### config.mk
export PLATFORM = sky130hd
export DESIGN_NAME = multiplier_arbiter
export DESIGN_NICKNAME = d
export VERILOG_FILES = /design/src/rtl/mult_arb_pkg.sv /design/src/rtl/multiplier_arbiter_rr_picker.sv /design/src/rtl/multiplier_arbiter.sv
export SDC_FILE = /design/constraint.sdc
export NUM_CORES = 1
export LEC_CHECK = 0
export ABC_AREA = 0
export CORE_AREA = 2 2 159 161
export DETAILED_ROUTE_END_ITERATION = 10
export DIE_AREA = 0 0 161 163
export PLACE_DENSITY = 0.63
export SYNTH_ARGS = -nofsm -noshare
export SYNTH_HDL_FRONTEND = slang
export SYNTH_SLANG_ARGS = --single-unit
### constraint.sdc
create_clock -name clk_in -period 2.83 [get_ports clk_in]
set_input_delay 0.4245 -clock clk_in [delete_from_list [all_inputs] [get_ports clk_in]]
set_output_delay 0.4245 -clock clk_in [all_outputs]
set_load 0.01 [all_outputs]
### src/rtl/mult_arb_pkg.sv
// ============================================================================
// mult_arb_pkg : shared types and helper functions for multiplier_arbiter
// Rev 1.0 - initial release
// ============================================================================
`default_nettype none

package mult_arb_pkg;

    typedef enum logic [1:0] {
        IDLE        = 2'd0,
        FEED        = 2'd1,
        WAIT_RESULT = 2'd2
    } arb_state_t;

    function automatic int calc_blocks(input int bits, input int reg_size);
        return bits / reg_size;
    endfunction

    function automatic int calc_count_width(input int blocks);
        return $clog2(blocks + 1);
    endfunction

    function automatic int onehot_index(input logic [31:0] onehot);
        int idx;
        idx = 0;
        for (int i = 0; i < 32; i++) begin
            if (onehot[i]) idx = i;
        end
        return idx;
    endfunction

endpackage

`default_nettype wire

### src/rtl/multiplier_arbiter_rr_picker.sv
// ============================================================================
// rr_picker : combinational round-robin pick, scanning upward from ptr+1
// Rev 1.0 - initial release
// ============================================================================
`default_nettype none

module rr_picker
    import mult_arb_pkg::*;
#(
    parameter int NUM_REQ = 4,
    parameter int IDX_W   = $clog2(NUM_REQ)
) (
    input  logic [NUM_REQ-1:0] req,
    input  logic [IDX_W-1:0]   ptr,
    output logic [NUM_REQ-1:0] winner,
    output logic [IDX_W-1:0]   index
);

    logic [IDX_W:0] pos;
    logic           found;

    always_comb begin
        winner = '0;
        found  = 1'b0;
        pos    = '0;
        // ptr itself is visited last, so the previous owner has lowest priority
        for (int k = 1; k <= NUM_REQ; k++) begin
            pos = {1'b0, ptr} + (IDX_W+1)'(k);
            if (pos >= (IDX_W+1)'(NUM_REQ)) pos = pos - (IDX_W+1)'(NUM_REQ);
            if (!found && req[pos[IDX_W-1:0]]) begin
                found                  = 1'b1;
                winner[pos[IDX_W-1:0]] = 1'b1;
            end
        end
        index = IDX_W'(onehot_index(32'(winner)));
    end

endmodule

`default_nettype wire

### src/rtl/multiplier_arbiter.sv
// ============================================================================
// multiplier_arbiter : round-robin sharing of one block-serial multiplier
// Rev 1.0 - initial release
// ============================================================================
`default_nettype none

module multiplier_arbiter
    import mult_arb_pkg::*;
#(
    parameter int REGISTER_SIZE = 32,
    parameter int BITS_IN_NUM   = 4096,
    parameter int NUM_REQ       = 4
) (
    input  logic                               clk_in,
    input  logic                               rst_in,
    input  logic [NUM_REQ-1:0]                 req_in,
    input  logic [NUM_REQ*REGISTER_SIZE-1:0]   n_in,
    input  logic [NUM_REQ*REGISTER_SIZE-1:0]   m_in,
    input  logic [NUM_REQ-1:0]                 blk_valid_in,
    output logic [NUM_REQ-1:0]                 grant_out,
    output logic [REGISTER_SIZE-1:0]           mul_n_out,
    output logic [REGISTER_SIZE-1:0]           mul_m_out,
    output logic                               mul_valid_out,
    input  logic                               mul_ready_in,
    input  logic [REGISTER_SIZE-1:0]           mul_data_in,
    input  logic                               mul_valid_in,
    input  logic                               mul_final_in,
    output logic [REGISTER_SIZE-1:0]           data_out,
    output logic [NUM_REQ-1:0]                 valid_out,
    output logic [NUM_REQ-1:0]                 final_out,
    output logic                               busy_out
);

    localparam int BLOCKS      = calc_blocks(BITS_IN_NUM, REGISTER_SIZE);
    localparam int COUNT_WIDTH = calc_count_width(BLOCKS);
    localparam int IDX_W       = $clog2(NUM_REQ);

    arb_state_t             state;
    logic [IDX_W-1:0]       grant_idx;
    logic [IDX_W-1:0]       rr_ptr;
    logic [COUNT_WIDTH-1:0] blk_count;
    logic [NUM_REQ-1:0]     pick_onehot;
    logic [IDX_W-1:0]       pick_idx;

    rr_picker #(
        .NUM_REQ (NUM_REQ),
        .IDX_W   (IDX_W)
    ) u_rr_picker (
        .req    (req_in),
        .ptr    (rr_ptr),
        .winner (pick_onehot),
        .index  (pick_idx)
    );

    assign busy_out = (state != IDLE);

    always_ff @(posedge clk_in) begin
        if (rst_in) begin
            state         <= IDLE;
            grant_out     <= '0;
            grant_idx     <= '0;
            rr_ptr        <= '0;
            blk_count     <= '0;
            mul_n_out     <= '0;
            mul_m_out     <= '0;
            mul_valid_out <= 1'b0;
            data_out      <= '0;
            valid_out     <= '0;
            final_out     <= '0;
        end else begin
            unique case (state)
                IDLE: begin
                    mul_valid_out <= 1'b0;
                    valid_out     <= '0;
                    final_out     <= '0;
                    if ((|req_in) && mul_ready_in) begin
                        grant_out <= pick_onehot;
                        grant_idx <= pick_idx;
                        blk_count <= '0;
                        state     <= FEED;
                    end
                end
                FEED: begin
                    mul_n_out     <= n_in[grant_idx*REGISTER_SIZE +: REGISTER_SIZE];
                    mul_m_out     <= m_in[grant_idx*REGISTER_SIZE +: REGISTER_SIZE];
                    mul_valid_out <= blk_valid_in[grant_idx];
                    if (blk_valid_in[grant_idx]) begin
                        blk_count <= blk_count + 1'b1;
                        if (blk_count == COUNT_WIDTH'(BLOCKS - 1)) begin
                            grant_out <= '0;
                            state     <= WAIT_RESULT;
                        end
                    end
                end
                WAIT_RESULT: begin
                    mul_valid_out <= 1'b0;
                    data_out      <= mul_data_in;
                    valid_out     <= NUM_REQ'(mul_valid_in) << grant_idx;
                    final_out     <= NUM_REQ'(mul_final_in) << grant_idx;
                    if (mul_final_in) begin
                        rr_ptr <= grant_idx;
                        state  <= IDLE;
                    end
                end
                default: state <= IDLE;
            endcase
        end
    end

endmodule

`default_nettype wire

==> impl_metrics.yaml, run 1 <==
placed_design:
  placer_congestion: 0.769
  hpwl_um: 18600
  placement.io_buffers: 410
synth:
  synth_sequential_area_ratio_pct: 39.1
  number_of_synthesized_flops_with_an_enable_pin: 0
  synth_top_area_cell: "sky130_fd_sc_hd__dfxtp_1"
  synth.top_cells.by_area: "sky130_fd_sc_hd__dfxtp_1 39%, sky130_fd_sc_hd__mux4_2 25%, sky130_fd_sc_hd__nand2_1 13%"
  post-synth-top-area-fraction_pct: 39.1
  syn_nets: 974
  yosys.cell_types.count: 46
  ys_warn_count: 0
  synth-seq-cells: 123
  synth_cells: 664
  synth_commonest_cells: "210 x sky130_fd_sc_hd__nand2_1, 123 x sky130_fd_sc_hd__dfxtp_1, 110 x sky130_fd_sc_hd__a21oi_1"
  synth_most_common_cell: "sky130_fd_sc_hd__nand2_1"
  async_flop_share_pct: 0
  netlist_area_um2: 6290
  synth_ff_type: "sky130_fd_sc_hd__dfxtp_1"
  synth_area_per_cell_um2: 9.48
clocking:
  postCtsHoldBufs: 0
  ctsRootBufferMaster: "sky130_fd_sc_hd__clkbuf_16"
  tritoncts: "built"
  path_clk_slew_ps: 60
  postCtsResizedCells: 0
  insertion_delay_ps: 410
  cts_max_path_buffers: 2
  numCtsBuffers: 17
  cts.htree.levels: 4
  clock-sinks: 123
  post-cts-setup-buffer-count: 0
worst_setup_path:
  timing.critical_path.required_ps: 3150
  critical_path.reg2reg.startpoint: "rr_ptr[1]$_SDFFE_PP0P_"
  worstSetupEndpointType: "register"
  startpoint_type: "register"
  setup.worst_path.end: "grant_idx[0]$_SDFFE_PP0P_"
  worstSetupPathType: "reg -> reg"
  startpoint: "rr_ptr[1]$_SDFFE_PP0P_"
  cp_data_arrival_time_ps: 2780
  cp_max_fo: 10
  worst_r2r_endpoint: "grant_idx[0]$_SDFFE_PP0P_"
  ff2ff_path_depth: 7
  r2r_setup_slk_ps: 360
sta:
  finalSetupViolCount: 0
  totalNegativeSetupSlack_ps: 0
  slew_violations: 0
  slew_headroom_pct: 58.2
  post-route-period-util_pct: 87.1
  clock_skew_ps: 11.7
  finalHoldViolations: 0
  fmax_mhz: 406
  rsz_0062_raised_after_global_routing: "no"
  period_minus_slack_ps: 2470
  worst-slew-pin-transition_ps: 628
power_and_ir_drop:
  total_power_mw: 5.26
  power.switching_fraction_pct: 25.0
  power.combinational.fraction_pct: 22.9
  vdd_drop_max_mv: 0.284
  p_switching_mw: 1.32
  share_clk_of_total_power_pct: 41.7
  power.static_leakage_nw: 3.84
  seq_power_share_pct: 35.4
  p_int_mw: 3.95
  power_density_nw_per_um2: 465
die:
  initial_utilization_pct: 25.5
  placement_rows: 58
  fp.dieArea_um2: 26200
  die_height_um: 163
  core_area_um2: 24700
  io-pin-count: 411
  dieWidth_um: 161
global_route:
  global_route.usage.met3_pct: 5.32
  global_route.peak_usage_layer: "met2"
  met2_usage_in_global_routing_pct: 31.4
  grt_start_max_net_pins: 72
  grt_first_pass_wirelength_um: 36200
  global_route.overflow_total: 0
  number_of_global_route_vias_before_repair: 6468
  antenna_found_initial: 0
  grt_util_all_layers_pct: 17.9
  gr-usage-met1_pct: 21.1
route:
  drt-vias-per-instance: 4.64
  route.detailed.drc: 0
  drt_iter0_drc: 332
  routedWlPerCell_um: 17.3
  antenna_violating_nets_post_route: 0
  dr_total_vias: 6454
  drt_first_pass_iters: 4
  wirelength_um: 24100
outcome:
  outcome: "finished, final reports clean"
cells_and_area:
  antenna-diode-count: 0
  layout-drive-gt1-share_pct: 11.8
  finish.net_count: 1358
  layout_filler_cell_count: 2377
  area_growth_syn_to_fin_pct: 79.9
worst_hold_path:
  hp-start: "rst_in"
  hold_removal_path_class: "in -> reg"
run:
  max_cap_violations: 0
==> flip-flops by register name, indices dropped and copies added (netlist names) <==
name           cells
blk_count          8
valid_out          4
mul_valid_out      1
grant_out          4
mul_m_out         32
mul_n_out         32
data_out          32
state              2
final_out          4
grant_idx          2
rr_ptr             2
==> worst max-delay path: stages (launching register included) <==
cell	delay, ps
sky130_fd_sc_hd__dfxtp_1	500
sky130_fd_sc_hd__inv_1	150
sky130_fd_sc_hd__ha_1	350
sky130_fd_sc_hd__mux4_2	430
sky130_fd_sc_hd__nor4b_4	380
sky130_fd_sc_hd__and2_1	200
sky130_fd_sc_hd__o211ai_1	120
sky130_fd_sc_hd__a311oi_2	240
==> per-layer routing <==
| layer | part of all wire [%] | vias up |
|---|---|---|
| met5 | 0 | - |
| met1 | 40 | 3026 |
| met3 | 7.7 | 32 |
| li1 | - | 3135 |
| met4 | 2.0 | 0 |
| met2 | 50 | 261 |
==> layout make-up <==
| type | count | area [um^2] | area share (%) |
|---|---|---|---|
| clock buffer | 19 | 464 | 4.10 |
| clock inverter | 13 | 139 | 1.23 |
| inverter | 2 | 7.51 | 0.0663 |
| multi-input combinational | 482 | 3600 | 31.8 |
| sequential | 123 | 2470 | 21.8 |
| tap | 330 | 413 | 3.65 |
| timing repair buffer | 422 | 4230 | 37.3 |
==> worst min-delay path by stage <==
stage | to | cells after the start
2_1_floorplan | blk_count[1]$_SDFFE_PP0P_ | 2
3_3_place_gp | data_out[16]$_SDFFE_PP0P_ | 2
3_5_place_dp | mul_m_out[12]$_SDFFE_PP0P_ | 2
4_1_cts | final_out[1]$_SDFFE_PP0P_ | 2
5_1_grt | final_out[1]$_SDFFE_PP0P_ | 2
6_report | valid_out[1]$_SDFFE_PP0P_ | 2
==> power by group through the flow <==
stage | Clock (mW) | Sequential (mW) | Combinational (mW)
floorplan | 0 | 1.92 | 0.490
global placement | 0 | 1.90 | 1.21
detailed placement | 0 | 1.90 | 1.22
CTS | 2.27 | 1.86 | 1.22
global route | 2.34 | 1.87 | 1.29
finish | 2.19 | 1.86 | 1.21
==> placed cells by master, fill, tap and decap left out, types with 3 or more instances in the layout <==
master	instances
sky130_fd_sc_hd__clkdlybuf4s50_1	409
sky130_fd_sc_hd__nand2_1	210
sky130_fd_sc_hd__dfxtp_1	121
sky130_fd_sc_hd__a21oi_1	110
sky130_fd_sc_hd__mux4_2	69
sky130_fd_sc_hd__nor2_1	18
sky130_fd_sc_hd__clkbuf_16	18
sky130_fd_sc_hd__buf_4	10
sky130_fd_sc_hd__ha_1	9
sky130_fd_sc_hd__a32oi_1	6
sky130_fd_sc_hd__o21ai_0	5
sky130_fd_sc_hd__xnor2_1	5
sky130_fd_sc_hd__nor2b_1	4
sky130_fd_sc_hd__nand3_1	4
sky130_fd_sc_hd__clkinv_2	4
sky130_fd_sc_hd__nand2b_1	3
sky130_fd_sc_hd__nor4_1	3
sky130_fd_sc_hd__nor3b_1	3
sky130_fd_sc_hd__clkinv_4	3
sky130_fd_sc_hd__buf_12	3
==> kinds of logic after synthesis <==
logic type / count (synthesis) / share of synthesized area (%)
simple gates: 262 / 17.6
compound gates: 135 / 11.9
flops: 123 / 39.1
mux: 71 / 25.1
buf+inv: 59 / 3.86
fa+ha+maj: 9 / 1.79
xor+xnor: 5 / 0.696
==> stage by stage <==
step	hold WS, ps	cells	setup WS, ps	util (%)	instance area [um^2]
after global placement	441	1359	328	43.5	10700
after global routing	415	1391	172	45.9	11300
after floorplan	449	664	593	-	6290
after detailed placement	446	1359	264	43.5	10700
final	422	1391	364	45.9	11300
after CTS	408	1391	345	45.9	11300
No activity file was read; power rests on OpenSTA's default activity.
==> run 2, diff against run 1 <==
--- a/config.mk
+++ b/config.mk
@@ -9,7 +9,6 @@
 export CORE_AREA = 2 2 159 161
 export DETAILED_ROUTE_END_ITERATION = 10
 export DIE_AREA = 0 0 161 163
-export PLACE_DENSITY = 0.63
 export SYNTH_ARGS = -nofsm -noshare
 export SYNTH_HDL_FRONTEND = slang
 export SYNTH_SLANG_ARGS = --single-unit
==> run 2 against run 1 <==
Non-clock buffer count unchanged. Die area stayed put. Register-to-register slack gained 50 ps. Clock power is 5% higher. Core utilization is 0.12 points higher.
==> impl_metrics.yaml, run 2 (synthesized netlist as in run 1, its figures left out) <==
sta:
  worst_slack_ps: 417
  rsz_0062_raised_after_global_routing: "no"
  post-route-period-util_pct: 85.3
  fmax_mhz: 414
  finalSetupViolCount: 0
  worst-slew-pin-transition_ps: 655
  totalNegativeSetupSlack_ps: 0
  finalHoldViolations: 0
  period_minus_slack_ps: 2410
  hold_ws_ps: 452
  clock_skew_ps: 8.15
  slew_violations: 0
  slew_headroom_pct: 56.2
worst_setup_path:
  cp_num_buf_inv: 1
  worstSetupEndpointType: "register"
  worstSetupPathType: "reg -> reg"
  path_cells: "inv_1 -> ha_1 -> mux4_2 -> nor4b_4 -> and2_1 -> o211ai_1 -> a311oi_2"
  startpoint_type: "register"
  crit_path_top_delay_cell: "sky130_fd_sc_hd__dfxtp_1"
  timing.critical_path.required_ps: 3150
  timing.critical_path.max_delay_family: "simple AND/OR/NAND/NOR gates"
  cp_slowest_stage_delay_ps: 490
  cp_max_fo: 10
  cp_data_arrival_time_ps: 2740
cells_and_area:
  most_common_cell_after_layout_fill_and_taps_aside: "sky130_fd_sc_hd__clkdlybuf4s50_1"
  area_growth_syn_to_fin_pct: 80.4
  biggestRegsByFlops: "data_out x32, mul_m_out x32, mul_n_out x32"
  fin_util_pct: 46.0
  finish.net_count: 1358
  post_route_design_area_um2: 11400
  layout-drive-gt1-share_pct: 11.7
  mostFrequentLayoutCells: "409 x sky130_fd_sc_hd__clkdlybuf4s50_1, 210 x sky130_fd_sc_hd__nand2_1, 121 x sky130_fd_sc_hd__dfxtp_1"
  final-instance-count-excl-fill: 1393
clocking:
  clock-sinks: 123
  tritoncts: "built"
  numCtsBuffers: 17
  cts_max_path_buffers: 2
  postCtsHoldBufs: 0
  path_clk_slew_ps: 60
  postCtsResizedCells: 0
  cts.htree.levels: 4
  ctsRootBufferMaster: "sky130_fd_sc_hd__clkbuf_16"
  post-cts-setup-buffer-count: 0
  insertion_delay_ps: 410
global_route:
  global_route.overflow_total: 0
  number_of_global_route_vias_before_repair: 6361
  grt_first_pass_wirelength_um: 36100
  antenna_found_initial: 2
  grt_start_max_net_pins: 72
  grt_util_all_layers_pct: 18.0
die:
  placement_rows: 58
  die_height_um: 163
  io-pin-count: 411
  core_area_um2: 24700
  dieWidth_um: 161
  fp.dieArea_um2: 26200
  initial_utilization_pct: 25.5
route:
  drt-vias-per-instance: 4.62
  routedWlPerCell_um: 17.5
  route.detailed.drc: 0
  wirelength_um: 24400
  drt_first_pass_iters: 4
  dr_total_vias: 6433
  antenna_violating_nets_post_route: 0
  drt_iter0_drc: 379
power_and_ir_drop:
  total_power_mw: 5.36
  power_density_nw_per_um2: 472
  power.static_leakage_nw: 3.84
  vdd_drop_max_mv: 0.355
placed_design:
  placement.io_buffers: 410
  dp.cells: 1359
  placer_congestion: 0.814
  hpwl_um: 18700
  place_ws_ps: 297
  placed_cell_area_um2: 10700
worst_hold_path:
  hold_removal_path_class: "reg -> reg"
run:
  max_cap_violations: 0
outcome:
  outcome: "finished, final reports clean"
run 2: changes by cell type in the layout (fill, tap and decap cells not counted), sizes merged:
cell      previous run  this run
clkinv               7         1
clkinvlp             2         3
diode                0         2
bufinv               2         3
inv                  4         9
clkbuf              19        18
run 2: area by class of cell:
| type | instances | area, um^2 |
|---|---|---|
| Timing Repair Buffer | 422 | 4240 |
| Antenna cell | 2 | 5.00 |
| Multi-Input combinational cell | 482 | 3600 |
| Fill cell | 2387 | 13300 |
| Clock buffer | 18 | 429 |
| Sequential cell | 123 | 2470 |
| Tap cell | 330 | 413 |
| Clock inverter | 14 | 185 |
| Inverter | 2 | 7.51 |
run 2: power breakdown:
part / internal, mW / total [mW] / leakage (nW) / switching [mW]
combinational: 0.763 / 1.20 / 2.55 / 0.440
sequential: 1.81 / 1.86 / 1.00 / 0.0515
clock: 1.41 / 2.30 / 0.291 / 0.886
total: 3.98 / 5.36 / 3.84 / 1.38
run 2: path summary, 6_finish.rpt:
path,end,cells past startpoint,start,slack [ps]
worst max-delay path,grant_idx[0]$_SDFFE_PP0P_,7,rr_ptr[1]$_SDFFE_PP0P_,420
worst min-delay path,mul_m_out[21]$_SDFFE_PP0P_,2,mul_m_out[21]$_SDFFE_PP0P_,450
worst max register to register,grant_idx[0]$_SDFFE_PP0P_,7,rr_ptr[1]$_SDFFE_PP0P_,420
worst min register to register,mul_m_out[21]$_SDFFE_PP0P_,2,mul_m_out[21]$_SDFFE_PP0P_,450
run 2: worst reg2reg max path: stages, from the launching register on:
cell and delay [ps]:
sky130_fd_sc_hd__dfxtp_1 490, sky130_fd_sc_hd__inv_1 150, sky130_fd_sc_hd__ha_1 330, sky130_fd_sc_hd__mux4_2 430, sky130_fd_sc_hd__nor4b_4 370, sky130_fd_sc_hd__and2_1 190, sky130_fd_sc_hd__o211ai_1 120, sky130_fd_sc_hd__a311oi_2 240
run 2: layer usage:
metal	vias to the layer above	wire length, um	GRT usage [%]
met4	0	280	4.22
met2	247	12400	31.5
met3	16	1980	6.04
met5	-	0	0
li1	3134	-	-
met1	3036	9740	21.2
